### src/rtl/fft_frame_capture_ctrl.sv
// fft_frame_capture_ctrl
// Captures one frame of FFT samples into an external single-clock FIFO and
// then drains it to the MCU streamer through a valid/ready output register.
// The MCU holds rx_ready high for the whole transfer; dropping it aborts
// the transfer and flushes whatever is left in the FIFO.
//
// state | meaning
// ------+-----------------------------------------------------------------
// IDLE  | no request, all enables low
// ARM   | request seen, waiting for a rising data_valid (frame start)
// FILL  | writing FFT samples until FRAME_LEN input samples have been seen
// DRAIN | reading FIFO into the output register, one sample per 2 cycles
// DONE  | frame delivered (or short frame), waiting for rx_ready to drop
// FLUSH | abort, reading FIFO until empty and discarding the data
module fft_frame_capture_ctrl #(
  parameter int DATA_W    = 14,
  parameter int FRAME_LEN = 1024,
  parameter int CNT_W     = 11
) (
  input  logic              clk,
  input  logic              rst,
  input  logic              rx_ready,
  input  logic              data_valid,
  input  logic [DATA_W-1:0] data_re,
  output logic              fifo_wr_en,
  output logic              fifo_rd_en,
  input  logic [DATA_W-1:0] fifo_dout,
  input  logic              fifo_full,
  input  logic              fifo_empty,
  output logic [DATA_W-1:0] out_data,
  output logic              out_valid,
  input  logic              out_ready,
  output logic              tx_ready,
  output logic              busy,
  output logic              frame_done,
  output logic              overflow
);

  typedef enum logic [2:0] {
    S_IDLE  = 3'd0,
    S_ARM   = 3'd1,
    S_FILL  = 3'd2,
    S_DRAIN = 3'd3,
    S_DONE  = 3'd4,
    S_FLUSH = 3'd5
  } state_t;

  localparam logic [CNT_W-1:0] LEN  = CNT_W'(FRAME_LEN);
  localparam logic [CNT_W-1:0] LAST = CNT_W'(FRAME_LEN - 1);

  state_t            state, state_nxt;
  logic              dv_q;
  logic              start;
  logic              pend;
  logic [CNT_W-1:0]  wr_cnt, rd_cnt;
  logic              wr_en, rd_en, done_evt;

  // Sample data goes straight from the FFT into the FIFO; not used here.
  logic unused_data;
  assign unused_data = ^data_re;

  assign start = data_valid & ~dv_q;

  // Next-state and FIFO enables; abort (rx_ready low) always wins.
  always_comb begin
    state_nxt = state;
    wr_en     = 1'b0;
    rd_en     = 1'b0;
    done_evt  = 1'b0;
    case (state)
      S_IDLE: begin
        if (rx_ready) state_nxt = S_ARM;
      end
      S_ARM: begin
        if (!rx_ready) begin
          state_nxt = S_IDLE;
        end else if (start) begin
          state_nxt = S_FILL;
          wr_en     = 1'b1;
        end
      end
      S_FILL: begin
        if (!rx_ready) begin
          state_nxt = S_FLUSH;
        end else begin
          wr_en = data_valid & ~fifo_full;
          if (data_valid && wr_cnt == LAST) state_nxt = S_DRAIN;
        end
      end
      S_DRAIN: begin
        if (!rx_ready) begin
          state_nxt = S_FLUSH;
        end else begin
          rd_en = ~fifo_empty & ~pend & (rd_cnt < LEN) & (~out_valid | out_ready);
          if (rd_cnt == LEN && out_valid && out_ready) begin
            state_nxt = S_DONE;
            done_evt  = 1'b1;
          end else if (fifo_empty && !pend && rd_cnt < LEN && (!out_valid || out_ready)) begin
            // Short frame after an overflow: finish once the last held sample is taken.
            state_nxt = S_DONE;
            done_evt  = 1'b1;
          end
        end
      end
      S_DONE: begin
        if (!rx_ready) state_nxt = S_IDLE;
      end
      S_FLUSH: begin
        rd_en = ~fifo_empty;
        if (fifo_empty && !pend) state_nxt = S_IDLE;
      end
      default: state_nxt = S_IDLE;
    endcase
  end

  // Enables are held low during reset so a mid-operation reset is clean at once.
  assign fifo_wr_en = wr_en & ~rst;
  assign fifo_rd_en = rd_en & ~rst;

  // State register and data_valid history for frame-start detection.
  always_ff @(posedge clk) begin
    if (rst) begin
      state <= S_IDLE;
      dv_q  <= 1'b0;
    end else begin
      state <= state_nxt;
      dv_q  <= data_valid;
    end
  end

  // Counters, overflow flag, output register and registered status.
  always_ff @(posedge clk) begin
    if (rst) begin
      wr_cnt     <= '0;
      rd_cnt     <= '0;
      pend       <= 1'b0;
      overflow   <= 1'b0;
      out_data   <= '0;
      out_valid  <= 1'b0;
      tx_ready   <= 1'b0;
      busy       <= 1'b0;
      frame_done <= 1'b0;
    end else begin
      if (state == S_IDLE && state_nxt == S_ARM) begin
        wr_cnt   <= '0;
        rd_cnt   <= '0;
        overflow <= 1'b0;
      end else if (state == S_ARM && state_nxt == S_FILL) begin
        wr_cnt <= CNT_W'(1);
      end else if (state == S_FILL && data_valid) begin
        // Dropped samples still count so the frame spans FRAME_LEN input samples.
        wr_cnt <= wr_cnt + 1'b1;
        if (fifo_full) overflow <= 1'b1;
      end

      pend <= rd_en;

      if (state == S_DRAIN && rx_ready) begin
        if (pend) begin
          out_data  <= fifo_dout;
          out_valid <= 1'b1;
          rd_cnt    <= rd_cnt + 1'b1;
        end else if (out_ready) begin
          out_valid <= 1'b0;
        end
      end else begin
        out_valid <= 1'b0;
      end

      tx_ready   <= (state_nxt == S_ARM);
      busy       <= (state_nxt != S_IDLE);
      frame_done <= done_evt;
    end
  end

endmodule

### config.mk
export PLATFORM = sky130hd
export DESIGN_NAME = fft_frame_capture_ctrl
export DESIGN_NICKNAME = d
export VERILOG_FILES = /design/src/rtl/fft_frame_capture_ctrl.sv
export SDC_FILE = /design/constraint.sdc
export NUM_CORES = 1
export LEC_CHECK = 0
export ABC_AREA = 1
export CORE_ASPECT_RATIO = 0.8
export CORE_MARGIN = 1.5
export CORE_UTILIZATION = 25
export CTS_CLUSTER_SIZE = 12
export DETAILED_ROUTE_END_ITERATION = 10
export DONT_BUFFER_PORTS = 1
export GPL_TIMING_DRIVEN = 0
export HOLD_SLACK_MARGIN = 0.05
export PLACE_DENSITY = 0.5
export SYNTH_ARGS = -nofsm -noshare
export SYNTH_HDL_FRONTEND = slang
export SYNTH_SLANG_ARGS = --single-unit
### constraint.sdc
create_clock -name clk -period 1.42 [get_ports clk]
set_input_delay 0.213 -clock clk [delete_from_list [all_inputs] [get_ports clk]]
set_output_delay 0.213 -clock clk [all_outputs]
set_load 0.1 [all_outputs]
## Yosys cells after proc, flatten, opt, wreduce, memory -nomap -nowiden

Cells that the tools add are included.

| word-level totals | value |
|---|---|
| register bits after elaboration | 46 |
| input port bits | 35 |
| output and inout bits | 21 |

| operators by class | value |
|---|---|
| add/subtract/negate cells | 2 |
| magnitude comparators | 1 |
| equal/unequal tests | 9 |
| muxes and demuxes | 26 |
| bitwise operators | 18 |
| reduce and logical (&&, ||, !) cells | 23 |

Operators with widths:

| kind | count |
|---|---|
| 11-bit 2-to-1 mux | 3 |
| 3-bit 2-to-1 mux | 10 |
| 11-bit by 1-bit adder with 11-bit output, second input constant | 2 |
| 3-bit one-hot mux with 6 select lines | 1 |
| 11-bit by 10-bit equality test with 1-bit output, second input constant | 1 |
| 11-bit equality test, second input constant | 1 |
| 11-bit less-than comparator, second input constant | 1 |
| 1-bit logical AND | 10 |
| 1-bit 2-to-1 mux | 10 |
| 1-bit inverter | 10 |
| 3-bit by 2-bit equality test with 1-bit output, second input constant | 3 |
| 1-bit AND | 7 |
| 3-bit by 1-bit equality test with 1-bit output, second input constant | 2 |
| 3-bit equality test, second input constant | 2 |
| 3-bit OR reduction | 2 |
| 1-bit one-hot mux with 2 select lines | 2 |
| 2-bit nonzero test | 2 |
| 2-bit OR reduction | 2 |
| 3-bit logical NOT | 1 |
| 3-bit AND reduction | 1 |
| 3-bit nonzero test | 1 |
| 1-bit logical NOT | 2 |
| 2-bit AND reduction | 1 |
| 1-bit logical OR | 1 |
| 1-bit bitwise OR | 1 |

## Longest topological paths before layout

| logic depth | value |
|---|---|
| depth after elaboration | 13 |
| mapped depth | 11 |

## Least setup slack after synthesis

Ideal clock, no wire load.

| path | value |
|---|---|
| kind | flip-flop to output port |
| start point | register out_valid |
| end point | output fifo_rd_en |
| arrival time | 3.237 ns |
| path slack | -2.030 ns |
| stages on the path, launching flop included | 6 |
| buffers on the path | 0 |
| cells stage by stage | dfxtp_1 -> inv_1 -> nor2_1 -> nor2_1 -> nand3_1 -> a211oi_1 |

| on the way | value |
|---|---|
| word-level cells in the longest chain between the ends | 6 |

RTL lines:

| item | line | text |
|---|---|---|
| start, declared | 31 | `output logic out_valid,` |
| start signal, assigned | 139 | `out_valid <= 1'b0;` |
| start signal, assigned | 161 | `out_valid <= 1'b1;` |
| start signal, assigned | 164 | `out_valid <= 1'b0;` |
| 1-bit inverter | 94 | `rd_en = ~fifo_empty & ~pend & (rd_cnt < LEN) & (~out_valid \| out_ready);` |
| 1-bit bitwise OR | 94 |  |
| 1-bit AND | 94 |  |
| 1-bit 2-to-1 mux | 91 | `if (!rx_ready) begin` |
| 1-bit one-hot mux with 2 select lines | 70 | `case (state)` |
| 1-bit AND | 118 | `assign fifo_rd_en = rd_en & ~rst;` |
| end, declared | 26 | `output logic fifo_rd_en,` |

No other way between the ends.

## Worst setup path after layout

Same ends and word-level chain as after synthesis.

==> impl_metrics.toml <==
[routing]
drc = 0
antenna_left = 0
drt_iter0_drc = 56
drt_wl_total_mm = 5.85
first_pass_iters = 4
vias = 2034
viasPerCell = 4.41
wl_per_cell_um = 12.7

[status]
violations = "negative setup slack"
status = "finished, violations left"

[power_and_ir_drop]
power_frac_comb_pct = 6.3
sw_frac_of_total_pct = 25.0
vdd_ir_drop_max_mv = 0.438
switchingPower_uw = 600
seqPwrFrac_pct = 55.1
internal_power_uw = 1800
clkPwrFrac_pct = 38.6
leakagePower_uw = 0.00120
powerDensity_mw_per_mm2 = 789

[worst_setup_path]
cp_data_required_time_ns = 1.21
crit_buf_inv = 1
path_cells = "inv_2 -> nor2_4 -> nor2_4 -> nand3_4 -> a211oi_4"
end_kind = "output port"
cp_top_family = "compound AO/OA/AOI/OAI gates"
cp_max_fo = 3
crit_path_start = "out_valid"
path_class = "reg -> out"
worstSetupStartpointType = "register"
cpPeakStageDelay_ns = 0.93
cp.arrival_ns = 2.05
r2r-start = "out_valid"
slowest_stage = "a211oi_4"
crit_top_cell = "nor2_4"

[clocking]
clock_sinks = 46
htree_levels = 2
clock-root-buffer = "clkbuf_8"
path_clk_slew_ns = 0.09
cts_buffer_depth = 2
cts_made_buffers = 5
clkLatencyLatePin_ns = 0.30
cts_tree = "built"

[timing]
period_needed_ns = 2.26
hold_viol = 0
max_freq_mhz = 443
finalSetupViolCount = 15
grt_setup_unrepaired = "true"
final_max_slew_viol_count = 0
finalClockSkew_ns = 0.00688
setup_ws_ns = -0.838
worst_pin_slew_ns = 1.10
finalCritPeriodShare_pct = 159
max-slew-margin-rel_pct = 26.2

[global_route]
grt_pass1_vias = 1801
grt_max_degree = 15
grt_pass1_wl_mm = 8.53
gr-total-overflow = 0
antenna_found_initial = 0
grt_use_total_pct = 11.7

[yosys]
synth_top_area_share_pct = 41.6
synth_area_mm2 = 0.00221
ys_warn_count = 0
netlist_instances = 309
syn_nets = 347
synth_area_leaders = "dfxtp_1 (42%), nand2_1 (10%), nor2_1 (9.8%)"
avgSynthCellArea_um2 = 7.16
synth.largest_area_cell = "dfxtp_1"
ys_seq_area_share_pct = 41.6
ys_types = 35
ys_seq_elements = 46

[job]
drv_cap = 0

[finish]
final_area_mm2 = 0.00304
drive_gt1_share_pct = 35.8
syn2layout_area_growth_pct = 37.3
stdcell_count = 461
final_util_pct = 35.7
diodes = 0
final_nets = 386

[placement]
portBuffers = 0
routabilityCongestion = 0.720
placed_area_mm2 = 0.00238
dp_hpwl_mm = 3.83
dp.cells = 421

[die]
fp.dieW_um = 108
ios = 56
start_util_pct = 26.0
rows = 30
fp.dieH_um = 87.2
coreArea_mm2 = 0.00852
dieArea_mm2 = 0.00943

[hold_path]
worst_hold_path_type = "in -> reg"
min_from = "fifo_dout[8]"
## per-layer routing
metal / track usage, % / wire length (um)
met2: 18.2 / 2710
met3: 3.22 / 241
met1: 15.4 / 2780
met5: 0 / 0
met4: 4.31 / 119
## synth_stat cells
library cell / count
a211oi_1: 2
o21ai_1: 1
dfxtp_1: 46
xor2_1: 9
nor2_2: 4
nor3_4: 1
o21bai_1: 2
nand2_4: 2
buf_2: 2
buf_1: 1
buf_4: 1
nand4_2: 2
clkbuf_1: 2
nand3_1: 17
and3_1: 1
nor3b_2: 1
o21ai_0: 19
clkinv_2: 1
nand2_2: 1
o21a_1: 1
inv_2: 5
nor3_2: 1
a21oi_2: 1
a21oi_1: 20
nor2_1: 58
clkinv_1: 1
nand4_1: 3
nand3_2: 3
ha_1: 3
nor3_1: 3
buf_6: 2
o211ai_1: 1
nand2_1: 61
nor2_4: 1
inv_1: 30
## what timing repair did
action / 4_1_cts / 5_1_grt
gates resized for setup: 48 / 56
hold buffers: 2 / 0
hold endpoints to repair: 2 / 0
gates cloned: 0 / 2
pin swaps: 9 / 30
endpoints found under the setup margin: 39 / 32
setup buffers: 12 / 17
## cells in the final DEF, fill, tap and decap left out, drive strengths merged, types with 2 or more instances in the layout
master,instances
dfxtp,46
o21bai,2
nor3,5
nor2,63
ha,3
o21ai,20
clkbuf,9
nand3,20
inv,36
nand2,65
dlygate4sd3,2
a211oi,2
buf,35
xor2,9
nand4,5
a21oi,21
## worst paths after layout
| kind | slack [ns] | to | depth (start not counted) |
|---|---|---|---|
| worst max-delay path | -0.84 | fifo_rd_en | 5 |
| worst min-delay path | 0.06 | out_data[8] | 2 |
| worst max register to register | -0.13 | busy | 9 |
| worst min register to register | 0.50 | wr_cnt[8] | 2 |
## power groups by stage
stage	sequential (uW)	combinational, uW	clock (uW)
after floorplan	1350	77.9	0
after global placement	1350	102	0
after detailed placement	1360	103	0
after CTS	1320	117	964
after global routing	1320	164	1010
final	1320	151	926
## flip-flops by register name, summed over array words and instances, names as in the netlist, 3 cells and up
signal and count:
out_data 14, rd_cnt 11, state 3, wr_cnt 11
## final cells by class
cell class | instances | area (um^2)
Timing Repair Buffer | 31 | 267
Tap cell | 112 | 140
Clock inverter | 1 | 7.51
Inverter | 37 | 156
Multi-Input combinational cell | 219 | 1330
Sequential cell | 46 | 967
Fill cell | 868 | 5480
Buffer | 8 | 70.1
Clock buffer | 7 | 97.6
## stage by stage
stage,hold slack [ns],TNS (ns),worst slack (ns),total power (uW)
after floorplan,0.291,-1.03,-0.520,1430
after global placement,0.294,-2.46,-0.726,1460
after detailed placement,0.295,-2.47,-0.722,1460
after CTS,0.0645,-1.89,-0.897,2400
after global routing,0.0646,-4.99,-0.901,2500
final,0.0603,-2.33,-0.838,2400
## kinds of logic (layout without fill, tap and decap cells)
group / after synthesis / in the layout / synth area share, %
AO/OA/AOI/OAI: 47 / 47 / 11.5
adder cells (fa/ha/maj): 3 / 3 / 1.70
AND/OR/NAND/NOR: 159 / 160 / 33.0
XOR/XNOR: 9 / 9 / 3.56
buffers and inverters: 45 / 84 / 8.65
flip-flops: 46 / 46 / 41.6
(Power assumes the default switching activity.)
